## config.mk

```make
export PLATFORM = sky130hd
export DESIGN_NAME = ahb_sram_arbiter
export DESIGN_NICKNAME = d
export VERILOG_FILES = /design/src/rtl/ahb_sram_pkg.sv /design/src/rtl/ahb_pend_slot.sv /design/src/rtl/ahb_sram_arbiter.sv
export SDC_FILE = /design/constraint.sdc
export NUM_CORES = 1
export LEC_CHECK = 0
export CORE_ASPECT_RATIO = 1.5
export CORE_UTILIZATION = 41
export CTS_BUF_LIST = sky130_fd_sc_hd__clkbuf_16
export DETAILED_ROUTE_END_ITERATION = 8
export GPL_TIMING_DRIVEN = 0
export PLACE_DENSITY = 0.82
export SYNTH_ARGS = -nofsm -noshare
export SYNTH_HDL_FRONTEND = slang
export SYNTH_SLANG_ARGS = --single-unit
```

## constraint.sdc

```tcl
create_clock -name clk -period 2.9 [get_ports clk]
set_input_delay 0.435 -clock clk [delete_from_list [all_inputs] [get_ports clk]]
set_output_delay 0.435 -clock clk [all_outputs]
set_load 0.03 [all_outputs]
```

## src/rtl/ahb_sram_pkg.sv

```systemverilog
// Shared constants and helpers for the AHB-lite to single-port SRAM arbiter.
package ahb_sram_pkg;

  localparam int DEFAULT_ADDR_W = 14;

  localparam logic [1:0] HTRANS_IDLE   = 2'b00;
  localparam logic [1:0] HTRANS_BUSY   = 2'b01;
  localparam logic [1:0] HTRANS_NONSEQ = 2'b10;
  localparam logic [1:0] HTRANS_SEQ    = 2'b11;

  localparam logic [2:0] HSIZE_BYTE = 3'd0;
  localparam logic [2:0] HSIZE_HALF = 3'd1;
  localparam logic [2:0] HSIZE_WORD = 3'd2;

  typedef logic [1:0] arb_state_t;
  localparam arb_state_t ST_IDLE    = 2'd0;
  localparam arb_state_t ST_RD_DATA = 2'd1;
  localparam arb_state_t ST_ERR1    = 2'd2;
  localparam arb_state_t ST_ERR2    = 2'd3;

  function automatic logic trans_active(input logic [1:0] htrans);
    logic active;
    active = 1'b0;
    case (htrans)
      HTRANS_NONSEQ, HTRANS_SEQ: active = 1'b1;
      HTRANS_IDLE, HTRANS_BUSY:  active = 1'b0;
      default:                   active = 1'b0;
    endcase
    return active;
  endfunction

  // Write data is not lane-shifted, so the enables simply select which lanes land.
  function automatic logic [3:0] byte_enable(input logic [2:0] hsize, input logic [1:0] addr_lo);
    logic [3:0] be;
    be = 4'b0000;
    case (hsize)
      HSIZE_BYTE: be = 4'b0001 << addr_lo;
      HSIZE_HALF: be = addr_lo[1] ? 4'b1100 : 4'b0011;
      HSIZE_WORD: be = 4'b1111;
      default:    be = 4'b0000;
    endcase
    return be;
  endfunction

  function automatic logic access_error(input logic [31:0] haddr, input logic [2:0] hsize,
                                        input int addr_w);
    logic out_of_range;
    out_of_range = (haddr >> (addr_w + 2)) != 32'd0;
    return out_of_range || (hsize > HSIZE_WORD) ||
           ((hsize == HSIZE_HALF) && haddr[0]) ||
           ((hsize == HSIZE_WORD) && (haddr[1:0] != 2'b00));
  endfunction

endpackage

```

## src/rtl/ahb_pend_slot.sv

```systemverilog
// Per-master AHB-lite address-phase capture register and hready generation.
module ahb_pend_slot
  import ahb_sram_pkg::*;
(
  input  logic        clk,
  input  logic        reset,
  input  logic [31:0] haddr,
  input  logic [1:0]  htrans,
  input  logic        hwrite,
  input  logic [2:0]  hsize,
  input  logic        complete,
  output logic        hready,
  output logic        pend,
  output logic [31:0] addr,
  output logic        write,
  output logic [2:0]  size
);

  logic capture;

  // Completing the held transfer frees the slot in the same cycle, allowing a pipelined reload.
  assign hready  = !pend || complete;
  assign capture = hready && trans_active(htrans);

  always_ff @(posedge clk or negedge reset) begin
    if (!reset) begin
      pend  <= 1'b0;
      addr  <= '0;
      write <= 1'b0;
      size  <= '0;
    end else if (capture) begin
      pend  <= 1'b1;
      addr  <= haddr;
      write <= hwrite;
      size  <= hsize;
    end else if (complete) begin
      pend  <= 1'b0;
    end
  end

endmodule

```

## src/rtl/ahb_sram_arbiter.sv

```systemverilog
// Shares one single-port SRAM between the SPI loader (master 0) and the core data port (master 1).
// Build option: define ARB_ROUND_ROBIN_EN to alternate grants when both masters contend.
module ahb_sram_arbiter
  import ahb_sram_pkg::*;
#(
  parameter int ADDR_W = DEFAULT_ADDR_W
) (
  input  logic              clk,
  input  logic              reset,
  input  logic              boot_done,
  input  logic [31:0]       spi_haddr,
  input  logic [1:0]        spi_htrans,
  input  logic              spi_hwrite,
  input  logic [2:0]        spi_hsize,
  input  logic [31:0]       spi_hwdata,
  output logic              spi_hready,
  output logic              spi_hresp,
  output logic [31:0]       spi_hrdata,
  input  logic [31:0]       core_haddr,
  input  logic [1:0]        core_htrans,
  input  logic              core_hwrite,
  input  logic [2:0]        core_hsize,
  input  logic [31:0]       core_hwdata,
  output logic              core_hready,
  output logic              core_hresp,
  output logic [31:0]       core_hrdata,
  output logic [ADDR_W-1:0] sram_addr,
  output logic [31:0]       sram_wdata,
  output logic [3:0]        sram_wben,
  output logic              sram_rwn,
  input  logic [31:0]       sram_rdata
);

  logic        pend0, pend1;
  logic        write0, write1;
  logic [31:0] addr0, addr1;
  logic [2:0]  size0, size1;
  logic        complete0, complete1;

  arb_state_t  state;
  logic        owner;
  logic        boot_flag;

  logic        gnt_valid, gnt_sel;
  logic [31:0] g_addr, g_wdata;
  logic [2:0]  g_size;
  logic        g_write, g_err;
  logic        idle_grant, do_write, do_read;
  logic        owner_done, err_state;

  ahb_pend_slot u_slot_spi (
    .clk      (clk),
    .reset    (reset),
    .haddr    (spi_haddr),
    .htrans   (spi_htrans),
    .hwrite   (spi_hwrite),
    .hsize    (spi_hsize),
    .complete (complete0),
    .hready   (spi_hready),
    .pend     (pend0),
    .addr     (addr0),
    .write    (write0),
    .size     (size0)
  );

  ahb_pend_slot u_slot_core (
    .clk      (clk),
    .reset    (reset),
    .haddr    (core_haddr),
    .htrans   (core_htrans),
    .hwrite   (core_hwrite),
    .hsize    (core_hsize),
    .complete (complete1),
    .hready   (core_hready),
    .pend     (pend1),
    .addr     (addr1),
    .write    (write1),
    .size     (size1)
  );

  // The core is locked out until the loader signals completion at least once.
  assign gnt_valid = pend0 || (pend1 && boot_flag);

`ifdef ARB_ROUND_ROBIN_EN
  logic last_gnt;

  always_ff @(posedge clk or negedge reset) begin
    if (!reset) begin
      last_gnt <= 1'b1;
    end else if (idle_grant) begin
      last_gnt <= gnt_sel;
    end
  end

  always_comb begin
    gnt_sel = !pend0;
    if (pend0 && pend1 && boot_flag) begin
      gnt_sel = !last_gnt;
    end
  end
`else
  assign gnt_sel = !pend0;
`endif

  assign g_addr  = gnt_sel ? addr1 : addr0;
  assign g_size  = gnt_sel ? size1 : size0;
  assign g_write = gnt_sel ? write1 : write0;
  assign g_wdata = gnt_sel ? core_hwdata : spi_hwdata;
  assign g_err   = access_error(g_addr, g_size, ADDR_W);

  assign idle_grant = (state == ST_IDLE) && gnt_valid;
  assign do_write   = idle_grant && !g_err && g_write;
  assign do_read    = idle_grant && !g_err && !g_write;

  always_comb begin
    sram_rwn   = 1'b1;
    sram_wben  = '0;
    sram_addr  = '0;
    sram_wdata = '0;
    if (do_write || do_read) begin
      sram_addr = g_addr[ADDR_W+1:2];
    end
    if (do_write) begin
      sram_rwn   = 1'b0;
      sram_wben  = byte_enable(g_size, g_addr[1:0]);
      sram_wdata = g_wdata;
    end
  end

  assign owner_done = (state == ST_RD_DATA) || (state == ST_ERR2);
  assign err_state  = (state == ST_ERR1) || (state == ST_ERR2);

  assign complete0 = (do_write && !gnt_sel) || (owner_done && !owner);
  assign complete1 = (do_write &&  gnt_sel) || (owner_done &&  owner);

  assign spi_hresp   = err_state && !owner;
  assign core_hresp  = err_state &&  owner;
  assign spi_hrdata  = ((state == ST_RD_DATA) && !owner) ? sram_rdata : '0;
  assign core_hrdata = ((state == ST_RD_DATA) &&  owner) ? sram_rdata : '0;

  // Writes finish in the grant cycle; reads and errors hold the owner for the follow-up states.
  always_ff @(posedge clk or negedge reset) begin
    if (!reset) begin
      state     <= ST_IDLE;
      owner     <= 1'b0;
      boot_flag <= 1'b0;
    end else begin
      if (boot_done) begin
        boot_flag <= 1'b1;
      end
      case (state)
        ST_IDLE: begin
          if (idle_grant) begin
            owner <= gnt_sel;
            if (g_err) begin
              state <= ST_ERR1;
            end else if (!g_write) begin
              state <= ST_RD_DATA;
            end
          end
        end
        ST_RD_DATA: state <= ST_IDLE;
        ST_ERR1:    state <= ST_ERR2;
        ST_ERR2:    state <= ST_IDLE;
        default:    state <= ST_IDLE;
      endcase
    end
  end

endmodule

```

==> qor.txt <==
Grt ovf: 0
Clock sink count: 78
Layout area overhead: 70.0%
Number of flops mapped to enable cells by yosys: 0
Post-DR vias/cell: 6.11
Max Cap Violations: 0
Post-CTS Hold Fix Bufs: 0
Hpwl dp: 17700 um
Critical-path maximum fanout: 6
Layout cells sized above 1: 15.9%
Final Wtd Congestion: 0.945
R2R Path Start: u_slot_spi.pend
TritonCTS clock tree: yes
Mapped Area: 0.00584 sq mm
Largest net degree at the start of global routing: 52
FF-to-FF path depth: 11
Hold Path Class: in2async
TritonRoute pass-1 iters: 5
Hold Fails Final Rpt: 0
Syn Inst Count: 702
Pins Over Slew Limit: 0
Top area cells in the synthesized netlist: dfrtp_1 (33%), and2_1 (7.0%), a221o_1 (6.0%)
Asr flop ratio synth: 100%
FP Rows: 53
Data arrival, critical path: 2880 ps
Cell Area, Placed: 0.00899 sq mm
Final Cycle Share: 114%
Die Area: 0.0147 sq mm
Clock Pin Slew Worst Setup and Hold Paths: 60 ps
#FFs+latches synth: 78
Fin area: 0.00992 sq mm
Setup-failing EPs final: 53
Iter 0 DRT Violations: 533
Worst IR Drop VDD: 0.478 mV
Netlist cell types: 47
Total Power: 7.40 mW
Failing checks: negative setup slack
Worst slew pin tran: 751 ps
Tot GR Track Use: 32.4%
Post-Syn Area per Cell: 8.31 sq um
Final clock skew: 5.58 ps
CTS root buffer: clkbuf_16
RSZ-0062 raised after global routing: yes
R2R Path End: u_slot_core.addr[6]
IO Port Bufs: 290
Setup TNS: -18040 ps
Initial Util: 41.9%
Number of routed nets with antenna violations: 0
H-tree levels: 3
Status: finished with violations
Initial antenna violation count: 1
Startpoint types: flop
Finished Layout Cells: 1199
Highest clock rate: 302 MHz
Crit path kind: reg2out
Synth Net Count: 877
Drt drc: 0
R2r setup slk: 90 ps
CP Capture Type: output port
Num CTS Buffers: 9
PwrDens: 746 mW/mm^2
Worst slew margin: 49.9%
Final WS setup: -412 ps
Vias in the first global route: 7320
Die W: 99.4 um
Core area: 0.0139 sq mm
# IOs: 294
Placed Cells: 1158
Share of the synthesized area in the top cell type: 33.4%
Worst Path Required: 2470 ps
Vias: 7320
WL final: 23800 um
Most area-hungry cell type in the Yosys netlist: dfrtp_1
First-pass GRT wire length: 37100 um
Die H: 148 um
Skew-Pair Late Insertion Delay: 350 ps
Leakage: 4.07 nW
Nets@finish: 1203
Post-synth top flop: dfrtp_1
Crit path time final: 3310 ps
CTS max path bufs: 2
Ys Warns: 0
Seq/Total Area, Yosys: 33.4%
Avg WL per Cell: 19.8 um
==> final cells by class <==
type / count / area, sq um
well taps: 165 / 206
fillers: 1080 / 4010
inverters: 42 / 158
clock buffers: 9 / 225
flip-flops and latches: 78 / 1950
diodes: 1 / 2.50
repair buffers: 315 / 3250
multi-input cells: 503 / 3620
plain buffers: 79 / 442
clock inverters: 7 / 65.1
==> cell usage after synthesis (16+ instances only) <==
library cell   n
or4_1         18
nor4_1        21
and2_1        65
nand2_1       58
nor2b_1       18
a21oi_1       26
o22ai_1       35
nor3_1        24
dfrtp_1       78
o311ai_0      18
nand3_1       19
nor2_1        41
inv_1         42
a221o_1       35
mux2i_1       16
clkbuf_1      56
a22o_1        32
o311a_1       18
a311o_1       18
==> flip-flops by register name, indices dropped and copies added (netlist names) <==
signal	cells
boot_flag	1
state	2
u_slot_core.size	3
u_slot_spi.addr	32
u_slot_core.addr	32
u_slot_spi.size	3
u_slot_spi.write	1
u_slot_core.write	1
owner	1
u_slot_core.pend	1
u_slot_spi.pend	1
==> logic make-up after synthesis <==
kind of cell	share of synthesized area [%]
simple gates	26.1
compound gates	28.6
buf+inv	8.73
flops	33.4
mux	3.13
==> metal layers <==
layer	GRT usage (%)	wire length, um	vias to the layer above	share of wire [%]
li1	-	-	3304	-
met1	32.0	7640	3378	32
met2	61.8	12700	533	54
met3	6.63	2020	105	8.5
met4	18.0	1370	0	5.8
met5	0	0	-	0
==> cells in the final DEF (no fill, tap or decap), types with 18 or more instances in the layout <==
cell | synthesis | layout
inv_1 | 42 | 42
nor3_1 | 24 | 21
a21oi_1 | 26 | 25
clkdlybuf4s50_1 | 0 | 234
a221o_1 | 35 | 35
clkbuf_1 | 56 | 46
nand3_1 | 19 | 19
dfrtp_1 | 78 | 78
o311ai_0 | 18 | 18
or4_1 | 18 | 18
o311a_1 | 18 | 18
buf_4 | 2 | 20
nor2b_1 | 18 | 18
nand2_1 | 58 | 58
nor2_1 | 41 | 26
a311o_1 | 18 | 18
o22ai_1 | 35 | 35
a22o_1 | 32 | 30
nor4_1 | 21 | 21
buf_6 | 4 | 65
and2_1 | 65 | 65
==> worst max path at each step <==
stage                                from  slack (ps)                    to  cells past startpoint
after floorplan           u_slot_spi.pend        -160          sram_wben[0]                      8
after global placement              reset       -1540  u_slot_core.addr[28]                      1
after detailed placement  u_slot_spi.pend        -810        sram_wdata[23]                      9
after CTS                 u_slot_spi.pend        -310              sram_rwn                     10
after global routing      u_slot_spi.pend        -460          sram_wben[3]                     10
final                     u_slot_spi.pend        -410              sram_rwn                      9
==> worst max-delay path, cell delays in order, from the launching register on <==
cell and delay (ps):
dfrtp_1 390, buf_6 140, nor4_4 230, nand4_1 180, a221o_1 420, buf_6 150, or3_4 400, buf_8 170
or2_4 280, buf_6 140
==> stage by stage <==
stage / utilization (%) / worst slack, ps / hold WS [ps]
global route: 71.2 / -460 / 40.2
floorplan: - / -155 / 139
CTS: 70.4 / -314 / 32.3
global placement: 64.4 / -1540 / 475
detailed placement: 64.6 / -810 / 390
finish: 71.2 / -412 / 17.2
==> report_power, final <==
| part | total (mW) | switching, mW | internal [mW] |
|---|---|---|---|
| combinational | 4.16 | 2.38 | 1.78 |
| clock | 1.14 | 0.479 | 0.659 |
| sequential | 2.10 | 0.503 | 1.60 |
==> what timing repair did <==
action,CTS,global route
gates cloned,3,0
resized for setup,432,38
pin swaps,20,9
setup buffers,19,2
setup endpoints to repair,113,116
(Power assumes the default switching activity.)
